File: src/rtl/pico_wb_bridge.sv
// Bridge from the picorv32 native memory bus to a Wishbone B4 classic single-access master.
// Define WB_TIMEOUT_EN to abort Wishbone cycles that see no ack/err within TIMEOUT_CYCLES.
module pico_wb_bridge #(
  parameter logic [31:0] BASE_ADDR      = 32'h0300_0000,
  parameter logic [31:0] ADDR_MASK      = 32'hFF00_0000,
  parameter int unsigned TIMEOUT_CYCLES = 255,
  parameter logic [31:0] ERR_DATA       = 32'hDEAD_BEEF
) (
  input  logic        clock_main,
  input  logic        rst_n,
  input  logic        mem_valid,
  input  logic [31:0] mem_addr,
  input  logic [31:0] mem_wdata,
  input  logic [3:0]  mem_wstrb,
  output logic        hit,
  output logic        mem_ready,
  output logic [31:0] mem_rdata,
  output logic [31:0] wbm_adr_o,
  output logic [31:0] wbm_dat_o,
  input  logic [31:0] wbm_dat_i,
  output logic        wbm_we_o,
  output logic [3:0]  wbm_sel_o,
  output logic        wbm_stb_o,
  output logic        wbm_cyc_o,
  input  logic        wbm_ack_i,
  input  logic        wbm_err_i,
  output logic        err_irq,
  output logic [1:0]  err_status,
  output logic [31:0] err_addr,
  input  logic        err_clr
);

  typedef enum logic [1:0] {
    IDLE,
    WB_REQ,
    RESP
  } state_t;

  localparam logic [15:0] TMO_LIMIT = 16'(TIMEOUT_CYCLES);

  state_t state;
  logic   in_req;
  logic   bus_err;
  logic   timeout;
  logic   fail;

  assign hit     = mem_valid && ((mem_addr & ADDR_MASK) == (BASE_ADDR & ADDR_MASK));
  assign in_req  = (state == WB_REQ);
  // ack outranks err, and err outranks the timeout
  assign bus_err = in_req && !wbm_ack_i && wbm_err_i;
  assign fail    = bus_err || timeout;

`ifdef WB_TIMEOUT_EN
  logic [15:0] tmo_count;

  assign timeout = in_req && !wbm_ack_i && !wbm_err_i && ((tmo_count + 16'd1) == TMO_LIMIT);
`else
  logic unused_tmo;

  assign timeout    = 1'b0;
  assign unused_tmo = ^TMO_LIMIT;
`endif

  always_ff @(posedge clock_main) begin
    if (!rst_n) begin
      state      <= IDLE;
      mem_ready  <= 1'b0;
      mem_rdata  <= '0;
      wbm_adr_o  <= '0;
      wbm_dat_o  <= '0;
      wbm_we_o   <= 1'b0;
      wbm_sel_o  <= '0;
      wbm_stb_o  <= 1'b0;
      wbm_cyc_o  <= 1'b0;
      err_irq    <= 1'b0;
      err_status <= '0;
      err_addr   <= '0;
`ifdef WB_TIMEOUT_EN
      tmo_count  <= '0;
`endif
    end else begin
      mem_ready <= 1'b0;
      err_irq   <= 1'b0;
      // a clear and a new error on the same edge leave the new flag set
      if (err_clr) begin
        err_status <= 2'b00;
      end
`ifdef WB_TIMEOUT_EN
      tmo_count <= in_req ? tmo_count + 16'd1 : 16'd0;
`endif

      case (state)
        IDLE: begin
          if (hit) begin
            wbm_adr_o <= mem_addr;
            wbm_dat_o <= mem_wdata;
            wbm_we_o  <= |mem_wstrb;
            wbm_sel_o <= (|mem_wstrb) ? mem_wstrb : 4'hF;
            wbm_cyc_o <= 1'b1;
            wbm_stb_o <= 1'b1;
            state     <= WB_REQ;
          end else begin
            wbm_adr_o <= '0;
            wbm_dat_o <= '0;
            wbm_we_o  <= 1'b0;
            wbm_sel_o <= '0;
            wbm_cyc_o <= 1'b0;
            wbm_stb_o <= 1'b0;
          end
        end

        WB_REQ: begin
          if (wbm_ack_i) begin
            mem_rdata <= wbm_we_o ? 32'h0 : wbm_dat_i;
            wbm_cyc_o <= 1'b0;
            wbm_stb_o <= 1'b0;
            wbm_we_o  <= 1'b0;
            mem_ready <= 1'b1;
            state     <= RESP;
          end else if (fail) begin
            mem_rdata <= wbm_we_o ? 32'h0 : ERR_DATA;
            wbm_cyc_o <= 1'b0;
            wbm_stb_o <= 1'b0;
            wbm_we_o  <= 1'b0;
            mem_ready <= 1'b1;
            err_irq   <= 1'b1;
            err_addr  <= wbm_adr_o;
            if (bus_err) begin
              err_status[0] <= 1'b1;
            end else begin
              err_status[1] <= 1'b1;
            end
            state <= RESP;
          end
        end

        RESP: begin
          state <= IDLE;
        end

        default: begin
          state <= IDLE;
        end
      endcase
    end
  end

endmodule

File: config.mk
export PLATFORM = sky130hd
export DESIGN_NAME = pico_wb_bridge
export DESIGN_NICKNAME = d
export VERILOG_FILES = /design/src/rtl/pico_wb_bridge.sv
export SDC_FILE = /design/constraint.sdc
export NUM_CORES = 1
export LEC_CHECK = 0
export ABC_AREA = 1
export CORE_AREA = 2 2 157 82
export CTS_CLUSTER_DIAMETER = 30
export DETAILED_ROUTE_END_ITERATION = 10
export DIE_AREA = 0 0 159 84
export PLACE_DENSITY = 0.84
export SETUP_SLACK_MARGIN = 0.3
export SYNTH_ARGS = -nofsm -noshare
export SYNTH_HDL_FRONTEND = slang
export SYNTH_SLANG_ARGS = --single-unit
File: constraint.sdc
create_clock -name clock_main -period 3.65 [get_ports clock_main]
set_input_delay 0.73 -clock clock_main [delete_from_list [all_inputs] [get_ports clock_main]]
set_output_delay 0.73 -clock clock_main [all_outputs]
set_load 0.05 [all_outputs]
## Word level (Yosys, flattened, before mapping)

Cells that the tools add are included.

| storage, ports and cells | value |
|---|---|
| output and inout bits | 140 |
| word-level logic and storage cells | 56 |
| latch bits | 0 |
| flip-flop bits (word level) | 140 |
| input bits | 106 |
| RAM bits | 0 |
| memories | 0 |
| bits in read-only memories | 0 |

| cells by class | value |
|---|---|
| equality and inequality tests | 4 |
| bitwise operators | 3 |
| order comparisons | 0 |
| multipliers | 0 |
| muxes and demuxes | 24 |
| add/sub/neg operators | 0 |
| div/mod/pow operators | 0 |
| shifts and indexed selects | 0 |
| reductions and logical operators | 14 |

Operator list:

| cell | number |
|---|---|
| 32-bit 2-to-1 mux | 6 |
| 1-bit 2-to-1 mux | 9 |
| 8-bit by 2-bit equality test with 1-bit output (second input constant) | 1 |
| 2-bit 2-to-1 mux | 4 |
| 4-bit 2-to-1 mux | 2 |
| 2-bit AND reduction | 4 |
| 1-bit one-hot mux with 2 select lines | 2 |
| 2-bit one-hot mux with 2 select lines | 1 |
| 2-bit nonzero test | 2 |
| 4-bit OR reduction | 1 |
| 1-bit logical AND | 3 |
| 3-bit by 2-bit != test with 1-bit output (second input constant) | 1 |
| 1-bit NOT | 3 |
| 3-bit AND reduction | 1 |
| 3-bit OR reduction | 1 |
| 2-bit by 1-bit equality test with 1-bit output (second input constant) | 1 |
| 2-bit zero test | 1 |
| 2-bit != test (second input constant) | 1 |
| 1-bit zero test | 1 |

## Depth between registers and ports, before layout

| logic depth | value |
|---|---|
| depth after elaboration | 6 |
| depth in mapped cells | 8 |
| gate-level depth less buffers | 7 |

## Least setup slack after synthesis

No wires, ideal clock.

| timing | value |
|---|---|
| kind | input -> output |
| start | input mem_addr[26] |
| end | output hit |
| arrival time | 1.651 ns |
| cell stages on the path | 3 |
| slack | 1.269 ns |
| buffers on the path | 0 |
| cell sequence | inv_1 -> nand2_1 -> nor3_2 |

| on the way | value |
|---|---|
| word-level cells in the longest chain between the ends | 2 |

Ends and longest elaborated chain:

| what | RTL line | text |
|---|---|---|
| start, declared | 12 | `input logic [31:0] mem_addr,` |
| 8-bit by 2-bit equality test with 1-bit output | 47 | `assign hit = mem_valid && ((mem_addr & ADDR_MASK) == (BASE_ADDR & ADDR_MASK));` |
| 1-bit logical AND | 47 |  |
| end, declared | 15 | `output logic hit,` |

No other way between the ends.

## Final worst setup path

| timing | value |
|---|---|
| start | input mem_addr[29] |
| end | output hit |

The elaborated chain is that of the path after synthesis.

==> impl_metrics.py <==
metrics = {
    "run_status": {
        "outcome": "completed",
    },
    "worst_setup_path": {
        "startpoint": "mem_addr[29]",
        "cp-start-kind": "primary input",
        "reg2reg_from": "state[0]",
        "critPathKind": "primary input to output port",
        "cp-end-kind": "output port",
        "cp.required_ps": 2920,
        "crit_fanout": 2,
        "crit_arrival_ps": 2340,
    },
    "die": {
        "dieWidth_um": 159,
        "ios": 246,
        "num_rows": 29,
        "dieArea_um2": 13400,
        "dieHeight_um": 84,
        "start_util_pct": 42.4,
        "core_area_um2": 12200,
    },
    "hold_path": {
        "hold_path_class": "flip-flop to flip-flop",
        "min_from": "wbm_adr_o[31]",
    },
    "drt": {
        "dr.first_iter.drc_count": 401,
        "wl_per_cell_um": 16.2,
        "ant_nets": 0,
        "vias": 5307,
        "drc": 0,
        "routed_wl_um": 16700,
        "via_per_inst": 5.16,
        "drt_first_pass_iters": 5,
    },
    "flow_run": {
        "cap_violations": 0,
    },
    "logic_synthesis": {
        "yosysUniqueCellTypes": 25,
        "syn_nets": 737,
        "synth_cells": 631,
        "synth_top_area_share_pct": 53.8,
        "yosys.area.top_type": "dfxtp_1",
        "synth_area_leaders": "dfxtp_1 (54%), a21oi_1 (7.5%), nand4_1 (6.9%), nand2_1 (6.0%), o21ai_0 (5.4%)",
        "synth_edf_count": 0,
        "ys.flop_type": "dfxtp_1",
        "postSynthAreaPerCell_um2": 8.20,
        "ys_ff_latch": 139,
        "ys_seq_area_share_pct": 53.8,
        "synth_warnings": 0,
        "syn_area_um2": 5170,
        "synth-async-reset-ratio_pct": 0,
    },
    "timing": {
        "holdWs_ps": 460,
        "skew_ps": 12.0,
        "fin_setup_tns_ps": 0,
        "rsz0062_at_grt": "no",
        "tightest_slew_ps": 1140,
        "fin_crit_sh_pct": 84.0,
        "max_freq_mhz": 326,
        "fin_crit_ps": 3070,
        "setup_viol": 0,
        "relSlewSlack_pct": 23.9,
        "hold_violations": 0,
        "slew_violations": 0,
    },
    "placement": {
        "place.gp.congestion": 0.820,
        "dpl.hpwl_um": 11000,
        "io_buffers": 244,
    },
    "clocking": {
        "cts_setup_buffers": 0,
        "cts_made_buffers": 17,
        "htreeDepth": 4,
        "cts_root_buf": "clkbuf_16",
        "cts_tree": "done",
        "path_clk_slew_ps": 50,
        "clock-sinks": 139,
        "cts_resized": 0,
        "ctsHoldBuffers": 0,
        "clk_path_buf_depth": 2,
        "insertion_delay_ps": 410,
    },
    "final_layout": {
        "fillCellCount": 1012,
        "n_antenna_cell": 0,
        "drive_gt1_share_pct": 6.41,
        "area_growth_pct": 58.6,
        "nets": 951,
    },
    "pwr": {
        "swShare_pct": 21.3,
        "comb_power_share_pct": 5.3,
        "sequentialPowerShare_pct": 43.8,
        "p_per_area_nw_per_um2": 423,
        "power_w": 0.00347,
        "clkPwrFrac_pct": 50.9,
        "p_sw_w": 0.000740,
        "leakage_nw": 2.96,
        "peakVddDrop_v": 0.000316,
        "internal-power_w": 0.00273,
    },
    "global_routing": {
        "grt-ovfl-total": 0,
        "grt_pass1_vias": 5056,
        "antenna_found_initial": 0,
        "grt_usage_pct": 25.0,
        "grt_start_max_net_pins": 67,
        "grt_pass1_wl_um": 27100,
    },
}
-- power groups by stage --
stage / logic [W] / registers [W] / clock network [W]
finish: 0.000185 / 0.00152 / 0.00177
global route: 0.000198 / 0.00152 / 0.00186
CTS: 0.000184 / 0.00152 / 0.00179
detailed placement: 0.000183 / 0.00155 / 0
global placement: 0.000183 / 0.00155 / 0
floorplan: 0.0000519 / 0.00155 / 0
-- critical path, stage by stage --
cell and delay (ps):
clkdlybuf4s50_1 410, nor2_1 100, nand2_1 110, nor3_2 150
clkdlybuf4s50_1 830
-- per-layer routing --
layer | global-route usage (%) | up-vias | routed length (um)
li1 | - | 2589 | -
met3 | 7.95 | 10 | 1440
met1 | 33.8 | 2493 | 7790
met2 | 39.5 | 215 | 7370
met5 | 0 | - | 0
met4 | 4.71 | 0 | 70
-- placed cells by master (no fill, tap or decap) --
master           count
a211oi_1             5
a211oi_2             1
a21oi_1             77
a21oi_4              1
buf_2                1
buf_4                9
bufinv_16            3
clkbuf_1             2
clkbuf_16           17
clkbuf_8             1
clkdlybuf4s50_1    243
clkinv_4             1
clkinvlp_4           5
conb_1               1
dfxtp_1            139
inv_1               16
inv_2                7
inv_6                3
nand2_1             83
nand2_2              1
nand2_4              1
nand3_1             28
nand4_1             57
nor2_1              67
nor2_4               2
nor3_1               5
nor3_2               1
nor3_4               1
o21ai_0             56
o21ai_1             23
o22ai_1              1
-- stage by stage --
step / utilization (%) / setup WS [ps] / area [um2] / instances
4_1_cts: 67.3 / 583 / 8200 / 1028
3_3_place_gp: 62.3 / 583 / 7590 / 996
5_1_grt: 67.3 / 544 / 8200 / 1028
2_1_floorplan: - / 1270 / 5170 / 631
6_report: 67.3 / 583 / 8200 / 1028
3_5_place_dp: 62.3 / 585 / 7590 / 996
-- registers in the layout, indices dropped and copies added (netlist names) --
signal	cells
wbm_cyc_o	1
wbm_we_o	1
state	2
err_addr	32
wbm_dat_o	32
mem_rdata	32
mem_ready	1
wbm_sel_o	4
err_irq	1
wbm_adr_o	32
err_status	1
-- cells in the mapped netlist, types with 4 or more instances --
| cell type | instances |
|---|---|
| dfxtp_1 | 139 |
| o21ai_1 | 23 |
| nand4_1 | 57 |
| buf_4 | 9 |
| nand2_1 | 83 |
| nand3_1 | 28 |
| buf_6 | 4 |
| a211oi_1 | 5 |
| inv_1 | 17 |
| a21oi_1 | 77 |
| buf_2 | 25 |
| nor3_1 | 5 |
| inv_2 | 6 |
| o21ai_0 | 56 |
| nor2_1 | 68 |
| clkbuf_1 | 19 |
-- final timing paths --
kind / end / slack, ps / cells past startpoint
worst max-delay path: hit / 580 / 5
worst min register to register: wbm_adr_o[31] / 460 / 2
worst min-delay path: wbm_adr_o[31] / 460 / 2
worst max register to register: wbm_adr_o[15] / 1950 / 4
-- cells by family after synthesis --
family | Yosys count | synth area share, %
other cells | 1 | 0.0725
simple gates | 246 | 21.9
buf+inv | 81 | 7.72
flops | 139 | 53.8
compound gates | 164 | 16.5
-- cell type report --
type / count / area, um2 / share of cell area, %
repair buffers: 253 / 2500 / 30.5
multi-input cells: 411 / 2010 / 24.5
clock buffers: 20 / 447 / 5.44
well taps: 170 / 213 / 2.59
clock inverters: 12 / 163 / 1.98
inverters: 23 / 86.3 / 1.05
flip-flops and latches: 139 / 2780 / 33.9
(Power assumes the default switching activity.)
